## config.mk

```make
export PLATFORM = sky130hd
export DESIGN_NAME = arm_trace_streamer_flat
export DESIGN_NICKNAME = d
export VERILOG_FILES = /design/src/rtl/arm_trace_streamer_if.sv /design/src/rtl/arm_trace_streamer.sv /design/src/flat_wrapper.sv
export SDC_FILE = /design/constraint.sdc
export NUM_CORES = 1
export LEC_CHECK = 0
export ABC_CLOCK_PERIOD_IN_PS = 22400
export CORE_MARGIN = 2
export CORE_UTILIZATION = 58
export DETAILED_ROUTE_END_ITERATION = 6
export PLACE_DENSITY = 0.82
export SETUP_SLACK_MARGIN = 0.15
export SYNTH_ARGS = -nofsm -noshare
export SYNTH_HDL_FRONTEND = slang
export SYNTH_SLANG_ARGS = --single-unit
```

## constraint.sdc

```tcl
create_clock -name clk -period 22.4 [get_ports clk]
set_clock_uncertainty 0.2 [all_clocks]
set_input_delay 3.36 -clock clk [delete_from_list [all_inputs] [get_ports clk]]
set_output_delay 3.36 -clock clk [all_outputs]
set_load 0.01 [all_outputs]
```

## src/rtl/arm_trace_streamer_if.sv

```systemverilog
// Valid/ready word stream carrying serialized trace records.
// tlast marks the final word of each record.
interface arm_trace_streamer_if;
  logic [31:0] tdata;
  logic        tvalid;
  logic        tready;
  logic        tlast;

  modport master (output tdata, tvalid, tlast, input tready);
  modport slave  (input tdata, tvalid, tlast, output tready);
endinterface

```

## src/rtl/arm_trace_streamer.sv

```systemverilog
// Captures the core's per-cycle execution record into a record FIFO and streams it out as 32-bit words.
// Define ARM_TRACE_MEMDATA_EN to append a fifth word carrying store/load data.
module arm_trace_streamer #(
  parameter int DEPTH = 8,
  parameter int CNT_W = 16
) (
  input  logic                    clk,
  input  logic                    reset,
  input  logic                    trace_en,
  input  logic [31:0]             PC_in,
  input  logic [31:0]             Instr_in,
  input  logic [31:0]             ALUResult_in,
  input  logic [31:0]             WriteData_in,
  input  logic [31:0]             ReadData_in,
  input  logic                    N_in,
  input  logic                    Z_in,
  input  logic                    C_in,
  input  logic                    V_in,
  input  logic                    PCSrc_in,
  input  logic                    MemWrite_in,
  input  logic                    RegWrite_in,
  arm_trace_streamer_if.master    tx,
  output logic [$clog2(DEPTH):0]  fifo_level,
  output logic [7:0]              drop_count
);
  localparam int AW = $clog2(DEPTH);
  localparam int LW = AW + 1;
`ifdef ARM_TRACE_MEMDATA_EN
  localparam int L = 5;
`else
  localparam int L = 4;
`endif
  localparam int         REC_W    = 32 * L;
  localparam logic [2:0] LAST_IDX = 3'(L - 1);

  typedef enum logic {S_IDLE, S_SEND} state_t;

  state_t           state, state_nxt;
  logic [2:0]       idx, idx_nxt;
  logic [CNT_W-1:0] cycle_cnt;
  logic             ovf;
  logic [6:0]       drop_local;
  logic [AW-1:0]    wr_ptr, rd_ptr;
  logic [LW-1:0]    level, level_nxt;
  logic             push, pop, drop;
  logic [31:0]      header;
  logic [REC_W-1:0] rec_in, head_rec;
  logic [REC_W-1:0] mem [DEPTH];

  // Word 0 sits in the low 32 bits so word i is simply rec[32*i +: 32].
  assign header = {16'(cycle_cnt), ovf, drop_local, N_in, Z_in, C_in, V_in,
                   PCSrc_in, MemWrite_in, RegWrite_in, 1'b0};

`ifdef ARM_TRACE_MEMDATA_EN
  assign rec_in = {(MemWrite_in ? WriteData_in : ReadData_in),
                   ALUResult_in, Instr_in, PC_in, header};
`else
  logic unused_mem;
  assign unused_mem = ^{WriteData_in, ReadData_in};
  assign rec_in     = {ALUResult_in, Instr_in, PC_in, header};
`endif

  // A full FIFO still accepts when its head record finishes on the same edge.
  assign pop       = (state == S_SEND) && tx.tready && (idx == LAST_IDX);
  assign push      = trace_en && ((level < LW'(DEPTH)) || pop);
  assign drop      = trace_en && !push;
  assign level_nxt = level + LW'(push) - LW'(pop);

  // NOTE: every combinational output gets a default before the case so no latch is inferred.
  always_comb begin
    state_nxt = state;
    idx_nxt   = idx;
    case (state)
      S_IDLE: begin
        if (level != '0) begin
          state_nxt = S_SEND;
          idx_nxt   = '0;
        end
      end
      S_SEND: begin
        if (tx.tready) begin
          if (idx == LAST_IDX) begin
            idx_nxt = '0;
            if (level_nxt == '0) state_nxt = S_IDLE;
          end else begin
            idx_nxt = idx + 3'd1;
          end
        end
      end
      default: state_nxt = S_IDLE;
    endcase
  end

  // NOTE: sequential state uses non-blocking assignments so all registers update together.
  always_ff @(posedge clk or posedge reset) begin
    if (reset) begin
      state <= S_IDLE;
      idx   <= '0;
    end else begin
      state <= state_nxt;
      idx   <= idx_nxt;
    end
  end

  always_ff @(posedge clk or posedge reset) begin
    if (reset) begin
      cycle_cnt <= '0;
    end else begin
      cycle_cnt <= cycle_cnt + CNT_W'(1);
    end
  end

  always_ff @(posedge clk or posedge reset) begin
    if (reset) begin
      wr_ptr <= '0;
      rd_ptr <= '0;
      level  <= '0;
    end else begin
      if (push) wr_ptr <= wr_ptr + AW'(1);
      if (pop)  rd_ptr <= rd_ptr + AW'(1);
      level <= level_nxt;
    end
  end

  // Overflow bookkeeping is handed to the next accepted record, then cleared.
  always_ff @(posedge clk or posedge reset) begin
    if (reset) begin
      ovf        <= 1'b0;
      drop_local <= '0;
      drop_count <= '0;
    end else if (push) begin
      ovf        <= 1'b0;
      drop_local <= '0;
    end else if (drop) begin
      ovf <= 1'b1;
      if (drop_local != 7'h7F) drop_local <= drop_local + 7'd1;
      if (drop_count != 8'hFF) drop_count <= drop_count + 8'd1;
    end
  end

  // NOTE: record storage is not reset; the pointers and level define which entries are valid.
  always_ff @(posedge clk) begin
    if (push) mem[wr_ptr] <= rec_in;
  end

  assign head_rec   = mem[rd_ptr];
  assign tx.tvalid  = (state == S_SEND);
  assign tx.tlast   = (state == S_SEND) && (idx == LAST_IDX);
  assign tx.tdata   = (state == S_SEND) ? head_rec[32*idx +: 32] : '0;
  assign fifo_level = level;

endmodule

```

## src/flat_wrapper.sv

```systemverilog
// flat-port wrapper written by rule: the top's interface ports become plain ports
module arm_trace_streamer_flat 
#(
  parameter int DEPTH = 8,
  parameter int CNT_W = 16
)
  (clk, reset, trace_en, PC_in, Instr_in, ALUResult_in, WriteData_in, ReadData_in, N_in, Z_in, C_in, V_in, PCSrc_in, MemWrite_in, RegWrite_in, fifo_level, drop_count, tx_tdata, tx_tvalid, tx_tlast, tx_tready);
  arm_trace_streamer_if tx_i ();
  input  logic clk;
  input  logic reset;
  input  logic trace_en;
  input  logic [31:0] PC_in;
  input  logic [31:0] Instr_in;
  input  logic [31:0] ALUResult_in;
  input  logic [31:0] WriteData_in;
  input  logic [31:0] ReadData_in;
  input  logic N_in;
  input  logic Z_in;
  input  logic C_in;
  input  logic V_in;
  input  logic PCSrc_in;
  input  logic MemWrite_in;
  input  logic RegWrite_in;
  output logic [$clog2(DEPTH):0] fifo_level;
  output logic [7:0] drop_count;
  output wire logic [$bits(tx_i.tdata)-1:0] tx_tdata;
  output wire logic [$bits(tx_i.tvalid)-1:0] tx_tvalid;
  output wire logic [$bits(tx_i.tlast)-1:0] tx_tlast;
  input wire logic [$bits(tx_i.tready)-1:0] tx_tready;
  assign tx_tdata = tx_i.tdata;
  assign tx_tvalid = tx_i.tvalid;
  assign tx_tlast = tx_i.tlast;
  assign tx_i.tready = tx_tready;
  arm_trace_streamer #(.DEPTH(DEPTH), .CNT_W(CNT_W)) u_core (.clk(clk), .reset(reset), .trace_en(trace_en), .PC_in(PC_in), .Instr_in(Instr_in), .ALUResult_in(ALUResult_in), .WriteData_in(WriteData_in), .ReadData_in(ReadData_in), .N_in(N_in), .Z_in(Z_in), .C_in(C_in), .V_in(V_in), .PCSrc_in(PCSrc_in), .MemWrite_in(MemWrite_in), .RegWrite_in(RegWrite_in), .tx(tx_i), .fifo_level(fifo_level), .drop_count(drop_count));
endmodule
```

### Word-level counts from Yosys, hierarchy flattened

Memory sizes are Yosys's and may differ from the RTL's.
Index checks and enable logic that the tools add are counted.

| storage, ports and cells | value |
|---|---|
| register bits | 46 |
| RAM bits | 1016 |
| input bits | 171 |
| output and inout bits | 46 |
| logic and storage cells | 58 |
| memories | 1 |

Memories:

| name | words | width | rd ports | clocked after Yosys merged registers in | write ports | line | source |
|---|---|---|---|---|---|---|---|
| u_core.mem | 8 | 127 | 1 | 0 | 1 | arm_trace_streamer.sv:48 | `logic [REC_W-1:0] mem [DEPTH];` |

| cells by class | value |
|---|---|
| add/subtract/negate cells | 8 |
| order comparisons | 1 |
| eq/ne operators | 5 |
| shifts and indexed selects | 1 |
| mux-type cells | 17 |
| bitwise logic cells | 2 |
| reduce and logical (&&, ||, !) cells | 14 |

Operators by type and width:

| cell | number |
|---|---|
| $shiftx 128x9->32 | 1 |
| $mux 32 | 1 |
| $mux 7 | 3 |
| $add 16x1->16 const B | 1 |
| $add 3x1->3 const B | 3 |
| $mux 3 | 3 |
| $add 8x1->8 const B | 1 |
| $mux 1 | 8 |
| $ne 8x8->1 const B | 1 |
| $add 7x1->7 const B | 1 |
| $ne 7x7->1 const B | 1 |
| $pmux 3 s2 | 1 |
| $logic_and 1x1->1 | 5 |
| $add 4x1->4 | 1 |
| $logic_not 4->1 | 1 |
| $lt 4x4->1 const B | 1 |
| $reduce_and 2->1 | 2 |
| $reduce_bool 2->1 | 2 |
| $reduce_bool 4->1 | 1 |
| $sub 4x1->4 | 1 |
| $eq 3x2->1 const B | 1 |
| $reduce_and 3->1 | 1 |
| $ne 2x1->1 const B | 1 |
| $ne 2x2->1 const B | 1 |
| other kinds (4) | 5 |

### Longest topological paths before layout

| logic depth | value |
|---|---|
| depth in word-level cells | 11 |
| mapped depth | 10 |
| depth with buffers taken out | 10 |

### Worst setup path before layout

No wires, ideal clock.

| path | value |
|---|---|
| path type | input to register |
| from | input tx_tready |
| to | memory u_core.mem[0][0] (netlist name), enable pin |
| setup time | 924 ps |
| data arrival time | 15826 ps |
| required time | 21276 ps |
| slack | 5450 ps |
| stages on the path | 4 |
| path buffers | 0 |
| cells stage by stage | nand4b_1 -> nand2_1 -> nand2_1 -> nor4_1 |

| between the ends | value |
|---|---|
| word-level cells in the longest chain between the ends | 6 |

RTL lines:

| item | line | source |
|---|---|---|
| from (decl) | flat_wrapper.sv:29 | `input wire logic [$bits(tx_i.tready)-1:0] tx_tready;` |
| $logic_and 1x1->1 (2 in a row) | arm_trace_streamer.sv:64 | `assign pop = (state == S_SEND) && tx.tready && (idx == LAST_IDX);` |
| $logic_or 1x1->1 | arm_trace_streamer.sv:65 | `assign push = trace_en && ((level < LW'(DEPTH)) \|\| pop);` |
| $logic_and 1x1->1 | arm_trace_streamer.sv:65 |  |
| $mux 1 | arm_trace_streamer.sv:143 | `if (push) mem[wr_ptr] <= rec_in;` |
| $mux 1 (not written as such) | arm_trace_streamer.sv:143 |  |
| to (decl) | arm_trace_streamer.sv:48 |  |

No other way between the ends.

### Final worst setup path

| path | value |
|---|---|
| from | register u_core.rd_ptr[1] |
| to | output tx_tdata[21] |

| between the ends | value |
|---|---|
| word-level cells in the longest chain between the ends | 3 |

RTL lines:

| item | line | source |
|---|---|---|
| from (decl) | arm_trace_streamer.sv:43 | `logic [AW-1:0] wr_ptr, rd_ptr;` |
| from (signal assigned) | arm_trace_streamer.sv:120 | `if (pop) rd_ptr <= rd_ptr + AW'(1);` |
| $mem_v2 8x127 | -- |  |
| $shiftx 128x9->32 | arm_trace_streamer.sv:149 | `assign tx.tdata = (state == S_SEND) ? head_rec[32*idx +: 32] : '0;` |
| $mux 32 | arm_trace_streamer.sv:149 |  |
| to (decl) | flat_wrapper.sv:26 | `output wire logic [$bits(tx_i.tdata)-1:0] tx_tdata;` |

No other way between the ends.

==> results.ini <==
[outcome]
status=finished, final reports clean

[setup_path]
critPathKind=reg -> out
r2r_start=u_core.idx[0]
cp_slowest_stage_delay_ns=0.97
reg2reg_depth=9
critPathSlowestCell=buf_4
r2r_end=u_core.mem[5][54]
startpoint_type=flip-flop
crit_required_ns=18.84
critPathArrivalTime_ns=5.35
crit_chain=buf_4 -> buf_4 -> mux2i_1 -> a221oi_1 -> o21ai_0 -> a31oi_1 -> clkdlybuf4s50_1
r2r_slack_ns=17.44
end_kind=primary output
cp_max_fo=70
cp_common_cell=buf_4

[hold_path]
min_path_cells=1
hold_start=u_core.drop_count[7]
whs_endpoint=u_core.drop_count[7]
hp-class=reg -> reg

[cells_and_area]
drive_gt1_share_pct=20.1
synthToLayoutAreaGrowth_pct=14.1
postLayoutCellArea_um2=46600
layout_common_cells=1016 x edfxtp_1, 223 x mux4_2, 152 x clkdlybuf4s50_1, 124 x mux2i_1, 103 x clkbuf_16
regArea_um2=31700
multi_input_area_um2=8570
final_cells=3059
nFillCells=4159
nets=2208
final_common_cell=edfxtp_1

[die]
start_util_pct=58.5
io_pins=217
die_x_um=269
num_rows=97
fp.coreArea_um2=69900
fp.dieArea_um2=72600
die-height_um=269

[synth]
async_flop_share_pct=4.33
netlist_area_um2=40900
ys_warn_count=0
syn_inst=1841
synth-edff-count=1016
synth_nets=2024
synth_top_area_cell=edfxtp_1
synth_top_flop_cell=edfxtp_1
yosys_register_bits=1062
ys_seq_area_share_pct=77.5
synth_area_leaders=edfxtp_1 75%, mux4_2 12%, mux2i_1 3.0%, dfrtp_1 2.8%, a221o_1 0.76%
synth_top_area_share_pct=74.6
ys_types=53
avgSynthCellArea_um2=22.2

[clock_network]
cts-root-buf=clkbuf_16
postCtsSetupBuffers=0
clk_latency_ns=0.66
path_clk_slew_ns=0.06
cts_tree=yes
cts_buffer_depth=3
cts_buffers=103
clkSinkCount=1062
cts_resized=0
hold_buffers=0
cts_max_level=3

[route]
route.vias.total=20098
via_per_inst=6.57
wl_per_cell_um=29.5
firstDrtPassIters=6
routed_wl_mm=90.2
first_iter_violations=2754
antenna_left=0
drc=0

[sta]
rsz0062_at_grt=no
fin_crit_sh_pct=39.8
relSlewSlack_pct=24.9
tns_ns=0
max_freq_mhz=112
setup_viol_count_final=0
drv_slew=0
worst_pin_slew_ns=1.12
finalHoldViolCount=0
min_period_ns=8.91

[global_route]
grt_overflow=0
top_usage_layer=met2
grt_pass1_vias=21080
antenna_found_initial=16
use_met2_pct=40.7
gr-usage-met3_pct=5.57
grt_max_degree=128
grt_usage_pct=25.0
grt_pass1_wl_mm=135
grt_use_met1_pct=34.5

[placed_design]
portBuffers=152
place_inst=2860
post-dp-hpwl_mm=44.4
placed_area_um2=43300
gp_congestion=0.742

[power_and_ir_drop]
peakVddDrop_mv=0.126
p_leak_nw=15.1
powerDensity_nw_per_um2=126

[run]
drv_cap=0

[Yosys cell counts, types with 17 or more instances]
| cell type | instances |
|---|---|
| edfxtp_1 | 1016 |
| mux4_2 | 223 |
| mux2i_1 | 124 |
| dfrtp_1 | 46 |
| clkbuf_1 | 35 |
| a31oi_1 | 34 |
| a221o_1 | 31 |
| a22oi_1 | 31 |
| nand2_1 | 31 |
| o21ai_0 | 28 |
| buf_2 | 27 |
| a221oi_1 | 26 |
| xor2_1 | 18 |
| buf_6 | 17 |
[logic make-up after synthesis]
group | share of synthesized area [%]
flip-flops | 77.5
multiplexers | 15.4
AO/OA/AOI/OAI | 3.15
buffers and inverters | 1.71
AND/OR/NAND/NOR | 1.22
XOR/XNOR | 0.621
adder cells (fa/ha/maj) | 0.386
[how the worst max path moves through the flow]
stage	startpoint	endpoint	slack [ns]
floorplan	tx_tready	u_core.mem[0][0]	5.45
global placement	u_core.rd_ptr[1]	tx_tdata[17]	14.32
detailed placement	u_core.rd_ptr[1]	tx_tdata[17]	14.27
CTS	u_core.rd_ptr[1]	tx_tdata[17]	13.48
global route	u_core.rd_ptr[1]	tx_tdata[30]	13.37
finish	u_core.rd_ptr[1]	tx_tdata[21]	13.49
[worst max-delay path: cells and delay by family, from the launching register on]
family                 cells  cell delay, ns
AO/OA/AOI/OAI              3            1.05
multiplexers               1            0.22
flip-flops                 1            0.91
buffers and inverters      3            2.44
[stage by stage]
| step | hold WS (ns) | worst slack [ns] | power (mW) | utilization [%] |
|---|---|---|---|---|
| 6_report | 0.300 | 13.49 | 5.87 | 66.7 |
| 5_1_grt | 0.335 | 13.37 | 6.07 | 66.7 |
| 4_1_cts | 0.305 | 13.48 | 5.89 | 66.7 |
| 3_5_place_dp | 0.292 | 14.27 | 4.18 | 61.9 |
| 3_3_place_gp | 0.288 | 14.32 | 4.13 | 61.9 |
| 2_1_floorplan | 0.291 | 5.45 | 3.67 | - |
[state kept, by name, summed over array words and instances, names as in the netlist]
| signal | flops |
|---|---|
| u_core.drop_count | 8 |
| u_core.drop_local | 7 |
| u_core.wr_ptr | 3 |
| u_core.ovf | 1 |
| u_core.cycle_cnt | 16 |
| u_core.tx.tvalid | 1 |
| u_core.fifo_level | 4 |
| u_core.mem | 1016 |
| u_core.rd_ptr | 3 |
| u_core.idx | 3 |
[layer usage]
layer / routed length, um / vias to the layer above
met3: 8720 / 186
met4: 2070 / 22
met1: 34200 / 10487
met5: 139 / -
li1: - / 8192
met2: 45100 / 1211
[where the power goes]
part / switching (mW) / internal [mW] / total [mW]
clock network: 0.725 / 0.971 / 1.70
logic: 0.917 / 0.739 / 1.66
registers: 0.107 / 2.41 / 2.52
[layout make-up]
cell class / instances / share of cell area, %
Timing Repair Buffer: 180 / 3.88
Inverter: 15 / 0.126
Tap cell: 940 / 2.52
Clock inverter: 53 / 1.12
Antenna cell: 6 / 0.0322
Multi-Input combinational cell: 663 / 18.4
Sequential cell: 1062 / 67.9
Clock buffer: 140 / 6.00
Power figures use the tool's default switching activity.
